File: src/rtl/alu_pkg.sv
// Shared opcode constants, unit/state enums and flag helpers for the ALU
// command issuer.
package alu_pkg;

  localparam logic [3:0] FUN_ADD    = 4'b0000;
  localparam logic [3:0] FUN_SUB    = 4'b0001;
  localparam logic [3:0] FUN_MUL    = 4'b0010;
  localparam logic [3:0] FUN_DIV    = 4'b0011;
  localparam logic [3:0] FUN_AND    = 4'b0100;
  localparam logic [3:0] FUN_OR     = 4'b0101;
  localparam logic [3:0] FUN_NAND   = 4'b0110;
  localparam logic [3:0] FUN_NOR    = 4'b0111;
  localparam logic [3:0] FUN_CMP_NO = 4'b1000;
  localparam logic [3:0] FUN_CMP_EQ = 4'b1001;
  localparam logic [3:0] FUN_CMP_GT = 4'b1010;
  localparam logic [3:0] FUN_CMP_LT = 4'b1011;
  localparam logic [3:0] FUN_SHR_A  = 4'b1100;
  localparam logic [3:0] FUN_SHL_A  = 4'b1101;
  localparam logic [3:0] FUN_SHR_B  = 4'b1110;
  localparam logic [3:0] FUN_SHL_B  = 4'b1111;

  // Idle drive for the ALU: a compare no-op produces no side effects.
  localparam logic [3:0] FUN_NOP    = 4'b1000;

  typedef enum logic [1:0] {
    ARITH = 2'b00,
    LOGIC = 2'b01,
    CMP   = 2'b10,
    SHIFT = 2'b11
  } unit_e;

  typedef enum logic [1:0] {
    IDLE  = 2'b00,
    ISSUE = 2'b01,
    HOLD  = 2'b10
  } state_e;

  function automatic unit_e unit_of(input logic [3:0] fun);
    return unit_e'(fun[3:2]);
  endfunction

  // Flag vector ordering is {shift, cmp, logic, arith}.
  function automatic logic [3:0] unit_flag_mask(input unit_e unit);
    return 4'b0001 << unit;
  endfunction

endpackage

File: src/rtl/alu_cmd_fifo.sv
// Synchronous command FIFO; pointers wrap modulo DEPTH and an occupancy
// counter separates full from empty.
module alu_cmd_fifo #(
  parameter int WIDTH = 36,
  parameter int DEPTH = 4
) (
  input  logic             clk,
  input  logic             rst_n,
  input  logic             push,
  input  logic             pop,
  input  logic [WIDTH-1:0] wr_data,
  output logic [WIDTH-1:0] rd_data,
  output logic             full,
  output logic             empty
);

  localparam int AW = $clog2(DEPTH);

  logic [WIDTH-1:0] mem [DEPTH];
  logic [AW-1:0]    wr_ptr;
  logic [AW-1:0]    rd_ptr;
  logic [AW:0]      count;
  logic             do_push;
  logic             do_pop;

  // A full FIFO refuses pushes even when a pop happens on the same edge.
  assign do_push = push && !full;
  assign do_pop  = pop && !empty;
  assign full    = (count == (AW+1)'(DEPTH));
  assign empty   = (count == '0);
  assign rd_data = mem[rd_ptr];

  always_ff @(posedge clk or negedge rst_n) begin
    if (!rst_n) begin
      wr_ptr <= '0;
      rd_ptr <= '0;
      count  <= '0;
    end else begin
      if (do_push) wr_ptr <= wr_ptr + 1'b1;
      if (do_pop)  rd_ptr <= rd_ptr + 1'b1;
      case ({do_push, do_pop})
        2'b10:   count <= count + 1'b1;
        2'b01:   count <= count - 1'b1;
        default: count <= count;
      endcase
    end
  end

  always_ff @(posedge clk) begin
    if (do_push) mem[wr_ptr] <= wr_data;
  end

endmodule

File: src/rtl/alu_op_issuer.sv
// Issues queued commands to a registered-latency ALU and holds the selected
// unit result on a valid/ready port. Define ALU_ISSUER_ERRCHK_EN for unit-flag checking.
module alu_op_issuer
  import alu_pkg::*;
#(
  parameter int WIDTH   = 16,
  parameter int DEPTH   = 4,
  parameter int ALU_LAT = 1
) (
  input  logic               CLK,
  input  logic               RST,
  input  logic               CMD_VALID,
  output logic               CMD_READY,
  input  logic [WIDTH-1:0]   CMD_A,
  input  logic [WIDTH-1:0]   CMD_B,
  input  logic [3:0]         CMD_FUN,
  output logic [WIDTH-1:0]   ALU_A,
  output logic [WIDTH-1:0]   ALU_B,
  output logic [3:0]         ALU_FUN,
  input  logic [2*WIDTH-1:0] ARITH_OUT,
  input  logic [2*WIDTH-1:0] LOGIC_OUT,
  input  logic [2*WIDTH-1:0] CMP_OUT,
  input  logic [2*WIDTH-1:0] SHIFT_OUT,
  input  logic               CARRY_OUT,
  input  logic               ARITH_FLAG,
  input  logic               LOGIC_FLAG,
  input  logic               CMP_FLAG,
  input  logic               SHIFT_FLAG,
  output logic               RES_VALID,
  input  logic               RES_READY,
  output logic [2*WIDTH-1:0] RES_DATA,
  output logic               RES_CARRY,
  output logic [3:0]         RES_FUN,
  output logic               RES_ERR
);

  localparam int CW   = 2*WIDTH + 4;
  localparam int CNTW = $clog2(ALU_LAT + 1) + 1;

  logic [CW-1:0]      head;
  logic               full;
  logic               empty;
  state_e             state;
  state_e             next_state;
  logic [CNTW-1:0]    wait_cnt;
  logic               last_wait;
  logic               load;
  logic               capture;
  logic               res_take;
  unit_e              cur_unit;
  logic [2*WIDTH-1:0] sel_data;

  alu_cmd_fifo #(.WIDTH(CW), .DEPTH(DEPTH)) u_fifo (
    .clk     (CLK),
    .rst_n   (RST),
    .push    (CMD_VALID),
    .pop     (capture),
    .wr_data ({CMD_FUN, CMD_A, CMD_B}),
    .rd_data (head),
    .full    (full),
    .empty   (empty)
  );

  // Ready is forced low while reset is asserted, not just once the FIFO clears.
  assign CMD_READY = RST && !full;
  assign last_wait = (wait_cnt == CNTW'(ALU_LAT));
  assign cur_unit  = unit_of(ALU_FUN);

  always_ff @(posedge CLK or negedge RST) begin
    if (!RST) state <= IDLE;
    else      state <= next_state;
  end

  always_comb begin
    next_state = state;
    case (state)
      IDLE:    if (!empty)               next_state = ISSUE;
      ISSUE:   if (last_wait)            next_state = HOLD;
      HOLD:    if (RES_VALID && RES_READY) next_state = IDLE;
      default:                           next_state = IDLE;
    endcase
  end

  always_comb begin
    load     = 1'b0;
    capture  = 1'b0;
    res_take = 1'b0;
    case (state)
      IDLE:    load     = !empty;
      ISSUE:   capture  = last_wait;
      HOLD:    res_take = RES_VALID && RES_READY;
      default: ;
    endcase
  end

  always_comb begin
    case (cur_unit)
      ARITH:   sel_data = ARITH_OUT;
      LOGIC:   sel_data = LOGIC_OUT;
      CMP:     sel_data = CMP_OUT;
      default: sel_data = SHIFT_OUT;
    endcase
  end

  // ALU operands stay on the bus until capture, then fall back to the no-op.
  always_ff @(posedge CLK or negedge RST) begin
    if (!RST) begin
      ALU_A    <= '0;
      ALU_B    <= '0;
      ALU_FUN  <= FUN_NOP;
      wait_cnt <= '0;
    end else if (load) begin
      ALU_FUN  <= head[CW-1 -: 4];
      ALU_A    <= head[2*WIDTH-1 -: WIDTH];
      ALU_B    <= head[WIDTH-1:0];
      wait_cnt <= '0;
    end else if (capture) begin
      ALU_A    <= '0;
      ALU_B    <= '0;
      ALU_FUN  <= FUN_NOP;
    end else if (state == ISSUE) begin
      wait_cnt <= wait_cnt + 1'b1;
    end
  end

  always_ff @(posedge CLK or negedge RST) begin
    if (!RST) begin
      RES_VALID <= 1'b0;
      RES_DATA  <= '0;
      RES_CARRY <= 1'b0;
      RES_FUN   <= '0;
    end else if (capture) begin
      RES_VALID <= 1'b1;
      RES_DATA  <= sel_data;
      RES_CARRY <= (cur_unit == ARITH) && CARRY_OUT;
      RES_FUN   <= ALU_FUN;
    end else if (res_take) begin
      RES_VALID <= 1'b0;
    end
  end

`ifdef ALU_ISSUER_ERRCHK_EN
  always_ff @(posedge CLK or negedge RST) begin
    if (!RST) begin
      RES_ERR <= 1'b0;
    end else if (capture) begin
      RES_ERR <= ({SHIFT_FLAG, CMP_FLAG, LOGIC_FLAG, ARITH_FLAG} != unit_flag_mask(cur_unit));
    end
  end
`else
  logic unused_flags;
  assign unused_flags = ^{SHIFT_FLAG, CMP_FLAG, LOGIC_FLAG, ARITH_FLAG};
  assign RES_ERR      = 1'b0;
`endif

endmodule

File: config.mk
export PLATFORM = sky130hd
export DESIGN_NAME = alu_op_issuer
export DESIGN_NICKNAME = d
export VERILOG_FILES = /design/src/rtl/alu_pkg.sv /design/src/rtl/alu_cmd_fifo.sv /design/src/rtl/alu_op_issuer.sv
export SDC_FILE = /design/constraint.sdc
export NUM_CORES = 1
export LEC_CHECK = 0
export ABC_AREA = 1
export ABC_CLOCK_PERIOD_IN_PS = 7800
export BUFFER_PORTS_ARGS = -buffer_cell sky130_fd_sc_hd__buf_2
export CAP_MARGIN = 30
export CORE_MARGIN = 4
export CORE_UTILIZATION = 35
export DETAILED_ROUTE_END_ITERATION = 12
export PLACE_DENSITY = 0.62
export REMOVE_ABC_BUFFERS = 1
export SLEW_MARGIN = 20
export SYNTH_ARGS = -nofsm -noshare
export SYNTH_HDL_FRONTEND = slang
export SYNTH_SLANG_ARGS = --single-unit
File: constraint.sdc
create_clock -name CLK -period 7.8 [get_ports CLK]
set_input_delay 1.56 -clock CLK [delete_from_list [all_inputs] [get_ports CLK]]
set_output_delay 1.56 -clock CLK [all_outputs]
set_load 0.02 [all_outputs]
# Yosys cells after proc, flatten, opt, wreduce, memory -nomap -nowiden
# Memory sizes are Yosys's and may differ from the RTL's.
# Index checks and enable logic that the tools add are counted.
[totals] word_cells=67 out_inout_bits=76 n_memories=1 ff_bits=85 mem_bits_rw=144 input_bits=173
[mem_list] name="u_fifo.mem" words=4 width=36 read_ports=1 rd_ports_with_merged_regs=0 write_ports=1 line="alu_cmd_fifo.sv:19" rtl="logic [WIDTH-1:0] mem [DEPTH];"
[classes] n_reduce_logical=16 n_mux=21 n_eq_ne=12 addsub=5
[op_table] op="case mux 32 bit (3 select lines)" count=1
[op_table] op="2-to-1 mux 16 bit" count=3
[op_table] op="2-to-1 mux 2 bit" count=6
[op_table] op="== test 2 x 1 -> 1 bit, second input constant" count=4
[op_table] op="2-to-1 mux 4 bit" count=2
[op_table] op="inequality test 2 bit, second input constant" count=4
[op_table] op="nonzero test 2 bit" count=4
[op_table] op="2-to-1 mux 1 bit" count=7
[op_table] op="adder 2 x 1 -> 2 bit, second input constant" count=3
[op_table] op="== test 2 bit, second input constant" count=3
[op_table] op="case mux 2 bit (3 select lines)" count=1
[op_table] op="case mux 3 bit (2 select lines)" count=1
[op_table] op="logical AND 1 bit" count=5
[op_table] op="logical NOT 2 bit" count=2
[op_table] op="adder 3 x 1 -> 3 bit, second input constant" count=1
[op_table] op="== test 3 bit, second input constant" count=1
[op_table] op="logical NOT 3 bit" count=1
[op_table] op="AND reduction 3 bit" count=1
[op_table] op="subtractor 3 x 1 -> 3 bit, second input constant" count=1
[op_table] op="logical NOT 1 bit" count=2
[op_table] op="AND reduction 2 bit" count=1

# Depth between registers and ports, before layout
[depth] depth_word=5 mapped_depth=14 ltp_nobuf=13

# Hierarchy
# From an unflattened synthesis, not the netlist that was laid out.
[hier_totals] hier_cells=1036 area_unflattened_um2=10357.4
[modules_own_cells] mod="alu_cmd_fifo" area_each_um2=6287.3 cells_per_inst=480 seq_area_each_um2=4499.3 instances=1
[modules_own_cells] mod="alu_op_issuer" area_each_um2=4070.2 cells_per_inst=556 seq_area_each_um2=1953.1 instances=1

# Least setup slack after synthesis
# Ideal clock, no wire load.
[synth_path] path_type="input -> output" start="in RST" end="out CMD_READY" path_buffers=0 path_slack_ns=4.171 required_time_ns=6.240 t_arrival_ns=2.069 cell_stages=1 cell_sequence="a21boi_0"
[synth_between] elab_chain_len=1
[synth_lines] element="start: declaration" line="alu_op_issuer.sv:11" rtl="input logic RST,"
[synth_lines] element="logical AND 1 bit" line="alu_op_issuer.sv:65" rtl="assign CMD_READY = RST && !full;"
[synth_lines] element="end: declaration" line="alu_op_issuer.sv:13" rtl="output logic CMD_READY,"
# Every way passes these cells.

# Worst setup path in the final report
# Ends and elaborated chain as after synthesis.

==> flow_summary.ini <==
[outcome]
status = completed

[drt]
drtIter0Drc = 446
firstDrtPassIters = 5
wl_per_cell_um = 16.9
viasPerCell = 4.73
drc = 0
vias = 7611
routed_wl_mm = 27.2
antenna_left = 0

[global_routing]
grt_pass1_vias = 7569
grt_overflow_total = 0
grt_pass1_wl_mm = 41.4
antenna_found_initial = 8
grt_max_degree = 81
grt.total_usage_pct = 16.9

[worst_setup_path]
critPathMaxFanout = 45
worstPathCellList = buf_4 -> a21boi_0 -> buf_2
required_ns = 6.24
crit_arrival_ns = 2.52
critPathKind = input pin to output port
startpoint_type = input pin
slowest_delay_ns = 0.47
cpMaxStageDelayCell = buf_4
regToRegSetupSlack_ns = 5.43
end_kind = output port

[sta]
fmax_ghz = 0.245
slew_headroom_pct = 35.4
period_share_pct = 52.3
final_hold_viol_count = 0
finalSetupTns_ns = 0
min_period_ns = 4.08
maxSlewViolCount = 0
clock-skew-final_ns = 0.00720
setup_viol = 0
rsz0062_at_grt = no
worstMarginPinSlew_ns = 0.968

[synthesis]
synth_ff_type = edfxtp_1
yosys.area.top_type_share_pct = 43.5
synth_top_area_cell = edfxtp_1
synth-seq-cells = 229
syn_inst = 990
synth-edff-count = 144
syn_area_um2 = 9940
yosysWarnings = 0
ys_top_cells_by_count = nand2_1 (356), nand3_1 (167), edfxtp_1 (144)
avgSynthCellArea_um2 = 10.0
yosysUniqueCellTypes = 27
yosysMostFrequentCell = nand2_1
synth_seq_area_share_pct = 64.9
async_flop_share_pct = 37.1
synth_area_leaders = edfxtp_1 (44%), dfrtp_1 (21%), nand2_1 (13%), nand3_1 (8.4%), nor2_1 (2.7%)

[die]
start_util_pct = 35.6
die_area_um2 = 31200
die_w_um = 177
io_pins = 249
die_h_um = 177
coreArea_um2 = 27900
row_count = 61

[clock_network]
cts.path.max_buffers = 3
clkTransAtPathRegs_ns = 0.06
post-cts-setup-buffers = 0
ctsHoldBuffers = 0
worstSkewPairLatency_ns = 0.50
cts_buffers = 25
clkSinkCount = 229
cts_resized = 0
tritoncts = built
cts_max_level = 1
cts.root.buffer_cell = clkbuf_16

[hold_path]
min_path_type = flop to flop

[power]
total_power_w = 0.00498
p_leak_nw = 5.52
p_per_area_nw_per_um2 = 406
max-vdd-ir-drop_mv = 0.185

[placed_design]
dp_cells = 1564
dpl-instance-area_um2 = 11400
place.gp.congestion = 0.782
port_buffers = 243
hpwl_mm = 17.3

[job]
drv_cap = 0

[finish]
syn2layout_area_growth_pct = 23.2
fin_area_um2 = 12200
stdcell_count = 1610
drive_gt1_share_pct = 26.7
fillers = 2716
nets = 1393
==> worst max-delay path, delay by kind of cell <==
kind | cells | cell delay (ns)
compound gates | 1 | 0.23
buf+inv | 2 | 0.66
==> per-stage QoR <==
step | utilization [%] | hold WS (ns) | setup WS, ns
2_1_floorplan | - | 0.480 | 3.94
3_3_place_gp | 40.8 | 0.456 | 3.66
3_5_place_dp | 40.8 | 0.461 | 3.65
4_1_cts | 43.8 | 0.478 | 3.65
5_1_grt | 43.8 | 0.487 | 3.61
6_report | 43.8 | 0.476 | 3.72
==> metal layers <==
layer	vias up	global-route usage (%)	routed length, µm
met3	42	4.13	2010
met1	3571	20.3	11000
met2	243	30.8	13600
li1	3743	-	-
met4	12	3.51	440
met5	-	0	70
==> worst paths after layout <==
check | start | to | cells after the start
hold / removal | RES_DATA[16] | RES_DATA[16] | 2
min in group asynchronous | RST | ALU_A[5] | 1
max in group asynchronous | RST | ALU_B[14] | 2
setup / recovery | RST | CMD_READY | 3
hold reg to reg | RES_DATA[16] | RES_DATA[16] | 2
setup reg to reg | ALU_FUN[3] | RES_DATA[16] | 5
==> state kept, by name (all words and copies together), names as in the netlist, 3 cells and up <==
register,flops
ALU_FUN,4
ALU_A,16
u_fifo.mem,144
u_fifo.count,3
RES_DATA,32
RES_FUN,4
ALU_B,16
==> report_power, final <==
group | leakage (nW) | total (W) | internal [W] | switching, W
sequential | 2.37 | 0.00187 | 0.00167 | 0.000205
clock | 0.398 | 0.00120 | 0.000727 | 0.000477
combinational | 2.76 | 0.00190 | 0.000575 | 0.00133
==> kinds of logic (layout without fill, tap and decap cells) <==
group | after synthesis | count (layout) | synth area share [%]
DFF | 229 | 229 | 64.9
other | 1 | 2 | 0.0377
buffers and inverters | 86 | 327 | 4.63
and+or+nand+nor | 615 | 615 | 26.5
AOI/OAI and AO/OA | 47 | 47 | 2.51
xor gates and xnor gates | 5 | 5 | 0.441
adders and majority gates | 7 | 7 | 0.957
==> cell type report <==
type | instances | area, µm² | share of cell area (%)
Tap cell | 378 | 473 | 3.86
Antenna cell | 1 | 2.50 | 0.0204
Multi-Input combinational cell | 675 | 3070 | 25.0
Clock inverter | 16 | 206 | 1.69
Timing Repair Buffer | 253 | 1290 | 10.6
Inverter | 29 | 109 | 0.889
Sequential cell | 229 | 6450 | 52.7
Clock buffer | 29 | 641 | 5.23
==> cells in the final DEF (no fill, tap or decap), types with 2 or more instances in the layout <==
master,n
dfrtp_1,82
nand2_2,4
inv_2,8
dfrtp_2,2
nand3_2,11
clkbuf_16,25
xnor2_1,2
o21ai_0,17
nor2_1,68
buf_2,242
clkinvlp_4,4
clkinv_1,2
clkbuf_1,4
nand3_1,166
inv_1,21
o21ai_1,27
nor2_4,8
ha_1,6
clkinv_4,4
edfxtp_1,144
bufinv_16,4
buf_4,11
xor2_1,3
nand2_1,356
(Power assumes the default switching activity.)
